File: src/rtl/hazard_scheduler_pkg.sv
// hazard_scheduler_pkg
//   Shared definitions for the hazard scheduler:
//     sched_state_e  FSM state codes (RUN=0, DIV_WAIT=1, HALT=2, FLUSH=3)
//     DIV_CNT_W      width of the divide occupancy counter
//     sb_entry_t     scoreboard entry {valid, rd, is_load}
//     opcode_e       instruction opcode definitions used by the decoder
//     src_hit()      source-vs-destination match helper
package hazard_scheduler_pkg;

  typedef enum logic [1:0] {
    ST_RUN      = 2'd0,
    ST_DIV_WAIT = 2'd1,
    ST_HALT     = 2'd2,
    ST_FLUSH    = 2'd3
  } sched_state_e;

  localparam int DIV_CNT_W = 4;

  // rd is stored at a fixed width so the struct does not depend on the
  // module parameter; register addresses are zero-extended into it.
  localparam int SB_RD_W = 8;

  typedef struct packed {
    logic               valid;
    logic [SB_RD_W-1:0] rd;
    logic               is_load;
  } sb_entry_t;

  localparam sb_entry_t SB_BUBBLE = '{valid: 1'b0, rd: '0, is_load: 1'b0};

  typedef enum logic [3:0] {
    OP_NOP   = 4'd0,
    OP_ALU   = 4'd1,
    OP_LOAD  = 4'd2,
    OP_STORE = 4'd3,
    OP_JUMP  = 4'd4,
    OP_DIV   = 4'd5,
    OP_HALT  = 4'd6
  } opcode_e;

  function automatic logic src_hit(input sb_entry_t e,
                                   input logic [SB_RD_W-1:0] rs1,
                                   input logic [SB_RD_W-1:0] rs2);
    return e.valid && ((e.rd == rs1) || (e.rd == rs2));
  endfunction

endpackage

File: src/rtl/hazard_scoreboard.sv
// hazard_scoreboard
//   Two-deep record of in-flight register writers (EX and MEM stages).
//   Ports:
//     clk, rst     clock, async active-high reset (all entries invalid)
//     advance      shift: issue_entry -> EX, EX -> MEM; low freezes both
//     clear_ex     with advance, EX loads a bubble instead of issue_entry
//     issue_entry  entry for the instruction leaving ID (bubble if none)
//     ex_entry     current EX-stage entry
//     mem_entry    current MEM-stage entry
module hazard_scoreboard
  import hazard_scheduler_pkg::*;
(
  input  logic      clk,
  input  logic      rst,
  input  logic      advance,
  input  logic      clear_ex,
  input  sb_entry_t issue_entry,
  output sb_entry_t ex_entry,
  output sb_entry_t mem_entry
);

  sb_entry_t ex_q, ex_d;
  sb_entry_t mem_q, mem_d;

  always_comb begin
    ex_d  = ex_q;
    mem_d = mem_q;
    if (advance) begin
      mem_d = ex_q;
      ex_d  = clear_ex ? SB_BUBBLE : issue_entry;
    end
  end

  always_ff @(posedge clk or posedge rst) begin
    if (rst) begin
      ex_q  <= SB_BUBBLE;
      mem_q <= SB_BUBBLE;
    end else begin
      ex_q  <= ex_d;
      mem_q <= mem_d;
    end
  end

  assign ex_entry  = ex_q;
  assign mem_entry = mem_q;

endmodule

File: src/rtl/hazard_scheduler.sv
// hazard_scheduler
//   Pipeline hazard/stall controller: load-use and RAW stalls, taken-branch
//   flush, multi-cycle DIV occupancy and HALT/resume.
//   Build option: HAZARD_FORWARD_EN -- when defined only load-use stalls
//   (ALU results are forwarded); when undefined any source matching a
//   reg-writing EX or MEM entry stalls.
//   Ports:
//     clk, rst                       clock, async active-high reset
//     id_valid                       ID holds a real instruction
//     id_reg_write/mem_read/jump/
//     inc_pc/is_div                  ID decode bits (inc_pc=0 is HALT)
//     id_rd, id_rs1, id_rs2          ID register addresses
//     branch_taken                   EX resolved a taken jump/branch
//     resume                         restart from HALT
//     pc_write, ifid_write           PC / IF-ID load enables
//     idex_bubble, flush             NOP into ID/EX, clear IF/ID + ID/EX
//     halted, div_busy, state        status
//
//   state    | meaning
//   RUN      | normal issue, stalls on data hazards
//   DIV_WAIT | DIV occupying EX, pipeline frozen until counter expires
//   HALT     | stopped, waiting for resume (or a taken branch)
//   FLUSH    | one cycle after a taken branch, wrong-path work discarded
module hazard_scheduler
  import hazard_scheduler_pkg::*;
#(
  parameter int REG_AW     = 3,
  parameter int DIV_CYCLES = 8
) (
  input  logic              clk,
  input  logic              rst,
  input  logic              id_valid,
  input  logic              id_reg_write,
  input  logic              id_mem_read,
  input  logic              id_jump,
  input  logic              id_inc_pc,
  input  logic              id_is_div,
  input  logic [REG_AW-1:0] id_rd,
  input  logic [REG_AW-1:0] id_rs1,
  input  logic [REG_AW-1:0] id_rs2,
  input  logic              branch_taken,
  input  logic              resume,
  output logic              pc_write,
  output logic              ifid_write,
  output logic              idex_bubble,
  output logic              flush,
  output logic              halted,
  output logic              div_busy,
  output logic [1:0]        state
);

  localparam logic [DIV_CNT_W-1:0] DIV_LOAD = DIV_CNT_W'(DIV_CYCLES - 1);

  sched_state_e          state_q, state_d;
  logic [DIV_CNT_W-1:0]  div_cnt_q, div_cnt_d;

  sb_entry_t             ex_entry, mem_entry, issue_entry;
  logic                  issue, sb_advance, sb_clear_ex;
  logic [SB_RD_W-1:0]    rd_ext, rs1_ext, rs2_ext;
  logic                  ex_hit, data_stall;

  // Jumps resolve in EX and arrive as branch_taken; the ID bit is not needed.
  logic unused_id_jump;
  assign unused_id_jump = id_jump;

  assign rd_ext  = SB_RD_W'(id_rd);
  assign rs1_ext = SB_RD_W'(id_rs1);
  assign rs2_ext = SB_RD_W'(id_rs2);

  assign ex_hit = src_hit(ex_entry, rs1_ext, rs2_ext);

`ifdef HAZARD_FORWARD_EN
  logic unused_mem_entry;
  assign unused_mem_entry = ^mem_entry;
  assign data_stall = id_valid && ex_hit && ex_entry.is_load;
`else
  // A load in MEM is returning its data this cycle, so only the EX-stage
  // load needs to hold ID; ALU writers stall in both EX and MEM.
  logic mem_hit;
  assign mem_hit    = src_hit(mem_entry, rs1_ext, rs2_ext) && !mem_entry.is_load;
  assign data_stall = id_valid && (ex_hit || mem_hit);
`endif

  // Only register writers can create hazards, so non-writers enter as bubbles.
  always_comb begin
    issue_entry = SB_BUBBLE;
    if (issue && id_reg_write) begin
      issue_entry.valid   = 1'b1;
      issue_entry.rd      = rd_ext;
      issue_entry.is_load = id_mem_read;
    end
  end

  always_comb begin
    state_d     = state_q;
    div_cnt_d   = div_cnt_q;
    pc_write    = 1'b1;
    ifid_write  = 1'b1;
    idex_bubble = 1'b0;
    flush       = 1'b0;
    halted      = 1'b0;
    div_busy    = 1'b0;
    issue       = 1'b0;
    sb_advance  = 1'b1;
    sb_clear_ex = 1'b0;

    case (state_q)
      ST_RUN: begin
        if (branch_taken) begin
          ifid_write  = 1'b0;
          flush       = 1'b1;
          sb_clear_ex = 1'b1;
          state_d     = ST_FLUSH;
        end else if (data_stall) begin
          pc_write    = 1'b0;
          ifid_write  = 1'b0;
          idex_bubble = 1'b1;
        end else begin
          issue = id_valid;
          if (id_valid && id_is_div) begin
            div_cnt_d = DIV_LOAD;
            state_d   = ST_DIV_WAIT;
          end else if (id_valid && !id_inc_pc) begin
            state_d = ST_HALT;
          end
        end
      end

      // The DIV itself sits in EX, so a branch cannot resolve here.
      ST_DIV_WAIT: begin
        pc_write   = 1'b0;
        ifid_write = 1'b0;
        div_busy   = 1'b1;
        sb_advance = 1'b0;
        if (div_cnt_q != '0) begin
          div_cnt_d = div_cnt_q - DIV_CNT_W'(1);
        end
        if (div_cnt_q <= DIV_CNT_W'(1)) begin
          state_d = ST_RUN;
        end
      end

      ST_HALT: begin
        if (branch_taken) begin
          ifid_write  = 1'b0;
          flush       = 1'b1;
          sb_clear_ex = 1'b1;
          state_d     = ST_FLUSH;
        end else begin
          pc_write    = 1'b0;
          ifid_write  = 1'b0;
          idex_bubble = 1'b1;
          halted      = 1'b1;
          if (resume) begin
            state_d = ST_RUN;
          end
        end
      end

      ST_FLUSH: begin
        ifid_write  = 1'b0;
        flush       = 1'b1;
        sb_clear_ex = 1'b1;
        state_d     = branch_taken ? ST_FLUSH : ST_RUN;
      end

      default: begin
        state_d = ST_RUN;
      end
    endcase

    // Outputs follow reset without waiting for a clock edge.
    if (rst) begin
      pc_write    = 1'b0;
      ifid_write  = 1'b0;
      idex_bubble = 1'b1;
      flush       = 1'b0;
      halted      = 1'b0;
      div_busy    = 1'b0;
    end
  end

  always_ff @(posedge clk or posedge rst) begin
    if (rst) begin
      state_q   <= ST_RUN;
      div_cnt_q <= '0;
    end else begin
      state_q   <= state_d;
      div_cnt_q <= div_cnt_d;
    end
  end

  assign state = state_q;

  hazard_scoreboard u_scoreboard (
    .clk         (clk),
    .rst         (rst),
    .advance     (sb_advance),
    .clear_ex    (sb_clear_ex),
    .issue_entry (issue_entry),
    .ex_entry    (ex_entry),
    .mem_entry   (mem_entry)
  );

endmodule

File: config.mk
export PLATFORM = sky130hd
export DESIGN_NAME = hazard_scheduler
export DESIGN_NICKNAME = d
export VERILOG_FILES = /design/src/rtl/hazard_scheduler_pkg.sv /design/src/rtl/hazard_scoreboard.sv /design/src/rtl/hazard_scheduler.sv
export SDC_FILE = /design/constraint.sdc
export NUM_CORES = 1
export LEC_CHECK = 0
export CORE_MARGIN = 4
export CORE_UTILIZATION = 48
export CTS_CLUSTER_DIAMETER = 100
export DETAILED_ROUTE_END_ITERATION = 12
export PLACE_DENSITY = 0.79
export SYNTH_ARGS = -nofsm -noshare
export SYNTH_HDL_FRONTEND = slang
export SYNTH_SLANG_ARGS = --single-unit
File: constraint.sdc
create_clock -name clk -period 1.75 [get_ports clk]
set_input_delay 0.2625 -clock clk [delete_from_list [all_inputs] [get_ports clk]]
set_output_delay 0.2625 -clock clk [all_outputs]
set_load 0.005 [all_outputs]
==> results.toml <==
[finish]
fillers = 111
final_common_cell = "buf_4"
final_cell_mix = "27 x buf_4, 20 x nand2_1, 15 x dfrtp_1"
finalNonFillerCells = 201
insertedDiodeCount = 0
finalNetCount = 197
drive_gt1_frac = 0.339
syn_to_final_growth_pct = 58.4

[floorplan]
dieArea_mm2 = 0.00297
die_h_um = 54.5
rows = 16
chipWidth_um = 54.5
io-pin-count = 27
core-area_mm2 = 0.00200
start_util = 0.519

[setup_path]
cp_top_family = "flip-flops"
critPathRequiredTime_ns = 1.49
worstPathCellList = "xor2_2 > nor4_2 > nor2_1 > buf_4 > a21boi_4 > o31ai_2 > buf_2"
critical-path-slowest-cell = "dfrtp_2"
crit_path_max_fanout = 3
setup.worst_path.class = "reg2out"
crit_path_start_kind = "flop"
critPathMaxStageDelay_ns = 0.46
crit_buf_inv = 2
crit_path_end_kind = "output pin"
worst_ep_arrival_time_ns = 1.82

[detailed_routing]
antenna_left = 0
vias = 1117
via_per_inst = 5.56
routed_wl_um = 3250
drcViolationCount = 0
drt_iter0_drc = 47
dr.pass1.iters = 6
wl_per_cell_um = 16.2

[clock_tree]
cts_tree = "yes"
clockRootBuffer = "clkbuf_4"
worst_skew_pair.late_latency_ns = 0.29
cts_max_path_buffers = 2
ctsHoldBuffers = 0
cts_buffers = 3
cts_sinks = 16
clk_pin_slew_ns = 0.10
htree_levels = 1

[grt]
grt_pass1_vias = 1066
grt_overflow_total = 0
antenna_found_initial = 0
grt_pass1_wl_um = 4550
grt_max_degree = 17
grt_usage = 0.214

[status]
violations = "negative setup slack"
status = "finished with violations"

[synthesis]
synth_top_area_frac = 0.386
synth_async_sr_flop_share = 1.00
synthFlopType = "dfrtp_1"
syn_area_per_cell_um2 = 8.80
netlist_instances = 118
synthDistinctLibCells = 37
yosys_warnings = 0
yosysTopAreaCell = "dfrtp_1"
synthTopCellsByArea = "dfrtp_1 39%, xor2_1 10%, nand2_1 7.2%"
ys_ff_latch = 16
synth_area_mm2 = 0.00104
seq_area_frac_synth = 0.386
synth_edf_count = 0
postSynthNetCount = 140

[pwr]
leakage_nw = 0.828
powerDensity_mw_per_mm2 = 729
ir_worst_vdd_mv = 0.541
total_power_mw = 1.20

[placement]
gp_congestion = 0.854
dp_hpwl_um = 2030
port_buffers = 25
placed_cells = 186

[timing]
fmax_mhz = 480
finalSetupViolations = 4
setup_ws_ns = -0.333
tns_ns = -0.994
rsz0062_at_grt = "yes"
post-route-period-util = 1.19
maxSlewViolCount = 0
period_needed_ns = 2.08
maxSlewHeadroom = 0.795
skew_ns = 0.00617
finalHoldViolations = 0
worstMarginPinSlew_ns = 0.308

[job]
cap_violations = 0

[worst_hold_path]
holdCritPathClass = "reg2reg"
## synth_stat cells (all sizes together), types with 2 or more instances
cell type,count
nand2,21
dfrtp,16
xor2,12
o21ai,8
a21oi,6
inv,6
nor2,6
nor3,6
nand3,5
nand2b,4
a21boi,3
ha,3
nor4,3
a22oi,2
clkbuf,2
o22ai,2
or2,2
## through the flow
stage	setup slack, ns	utilization	hold slack [ns]	instance area [µm²]
finish	-0.333	0.822	0.477	1650
global placement	-0.672	0.722	0.443	1450
global route	-0.402	0.822	0.507	1650
CTS	-0.326	0.765	0.483	1530
floorplan	0.243	-	0.181	1040
detailed placement	-0.726	0.722	0.459	1450
## state kept, by name, indices dropped and copies added (netlist names)
register / flops
u_scoreboard.ex_entry: 5
state: 2
div_cnt_q: 4
u_scoreboard.mem_entry: 5
## where the power goes
| group | internal (mW) | switching, mW |
|---|---|---|
| logic | 0.247 | 0.229 |
| registers | 0.422 | 0.0499 |
| clock network | 0.127 | 0.125 |
| total | 0.796 | 0.404 |
## worst min-delay path, delay by kind of cell, from the launching register on
family | cells | cell delay (ns)
AND/OR/NAND/NOR | 2 | 0.10
flip-flops | 1 | 0.35
## cell families (layout without fill, tap and decap cells)
kind of cell,count (synthesis),in the layout,share of synthesized area
mux,1,1,0.00964
compound gates,26,26,0.180
xor+xnor,13,13,0.110
flops,16,16,0.386
buf+inv,9,65,0.0410
fa+ha+maj,3,3,0.0361
simple gates,50,50,0.239
## path summary, 6_finish.rpt
path	start	cells after the start	endpoint	slack, ns
setup / recovery	u_scoreboard.mem_entry[1]$_DFFE_PP0N_	7	pc_write	-0.33
hold / removal	u_scoreboard.mem_entry[0]$_DFFE_PP0N_	2	u_scoreboard.mem_entry[0]$_DFFE_PP0N_	0.48
hold reg to reg	u_scoreboard.mem_entry[0]$_DFFE_PP0N_	2	u_scoreboard.mem_entry[0]$_DFFE_PP0N_	0.48
min in group asynchronous	rst	4	state[1]$_DFFE_PP0P_	0.57
max in group asynchronous	rst	4	u_scoreboard.mem_entry[1]$_DFFE_PP0N_	0.97
setup reg to reg	u_scoreboard.mem_entry[1]$_DFFE_PP0N_	7	u_scoreboard.ex_entry[9]$_DFFE_PP0N_	-0.01
## timing repair
| action | in CTS | in global routing |
|---|---|---|
| endpoints found under the setup margin | 6 | 10 |
| setup buffers | 6 | 5 |
| resized for setup | 29 | 17 |
| pin swaps | 13 | 15 |
## routing by layer
metal / track usage / wire [µm]
met5: 0 / 0
met2: 0.396 / 1710
met1: 0.233 / 1250
met4: 0.0954 / 44
met3: 0.0409 / 240
## area by class of cell
| class | instances | area (µm²) | area share |
|---|---|---|---|
| inverters | 6 | 22.5 | 0.0137 |
| repair buffers | 55 | 465 | 0.283 |
| flip-flops and latches | 16 | 402 | 0.244 |
| clock buffers | 4 | 36.3 | 0.0221 |
| multi-input cells | 93 | 686 | 0.417 |
| well taps | 27 | 33.8 | 0.0205 |
No activity file was read; power rests on OpenSTA's default activity.
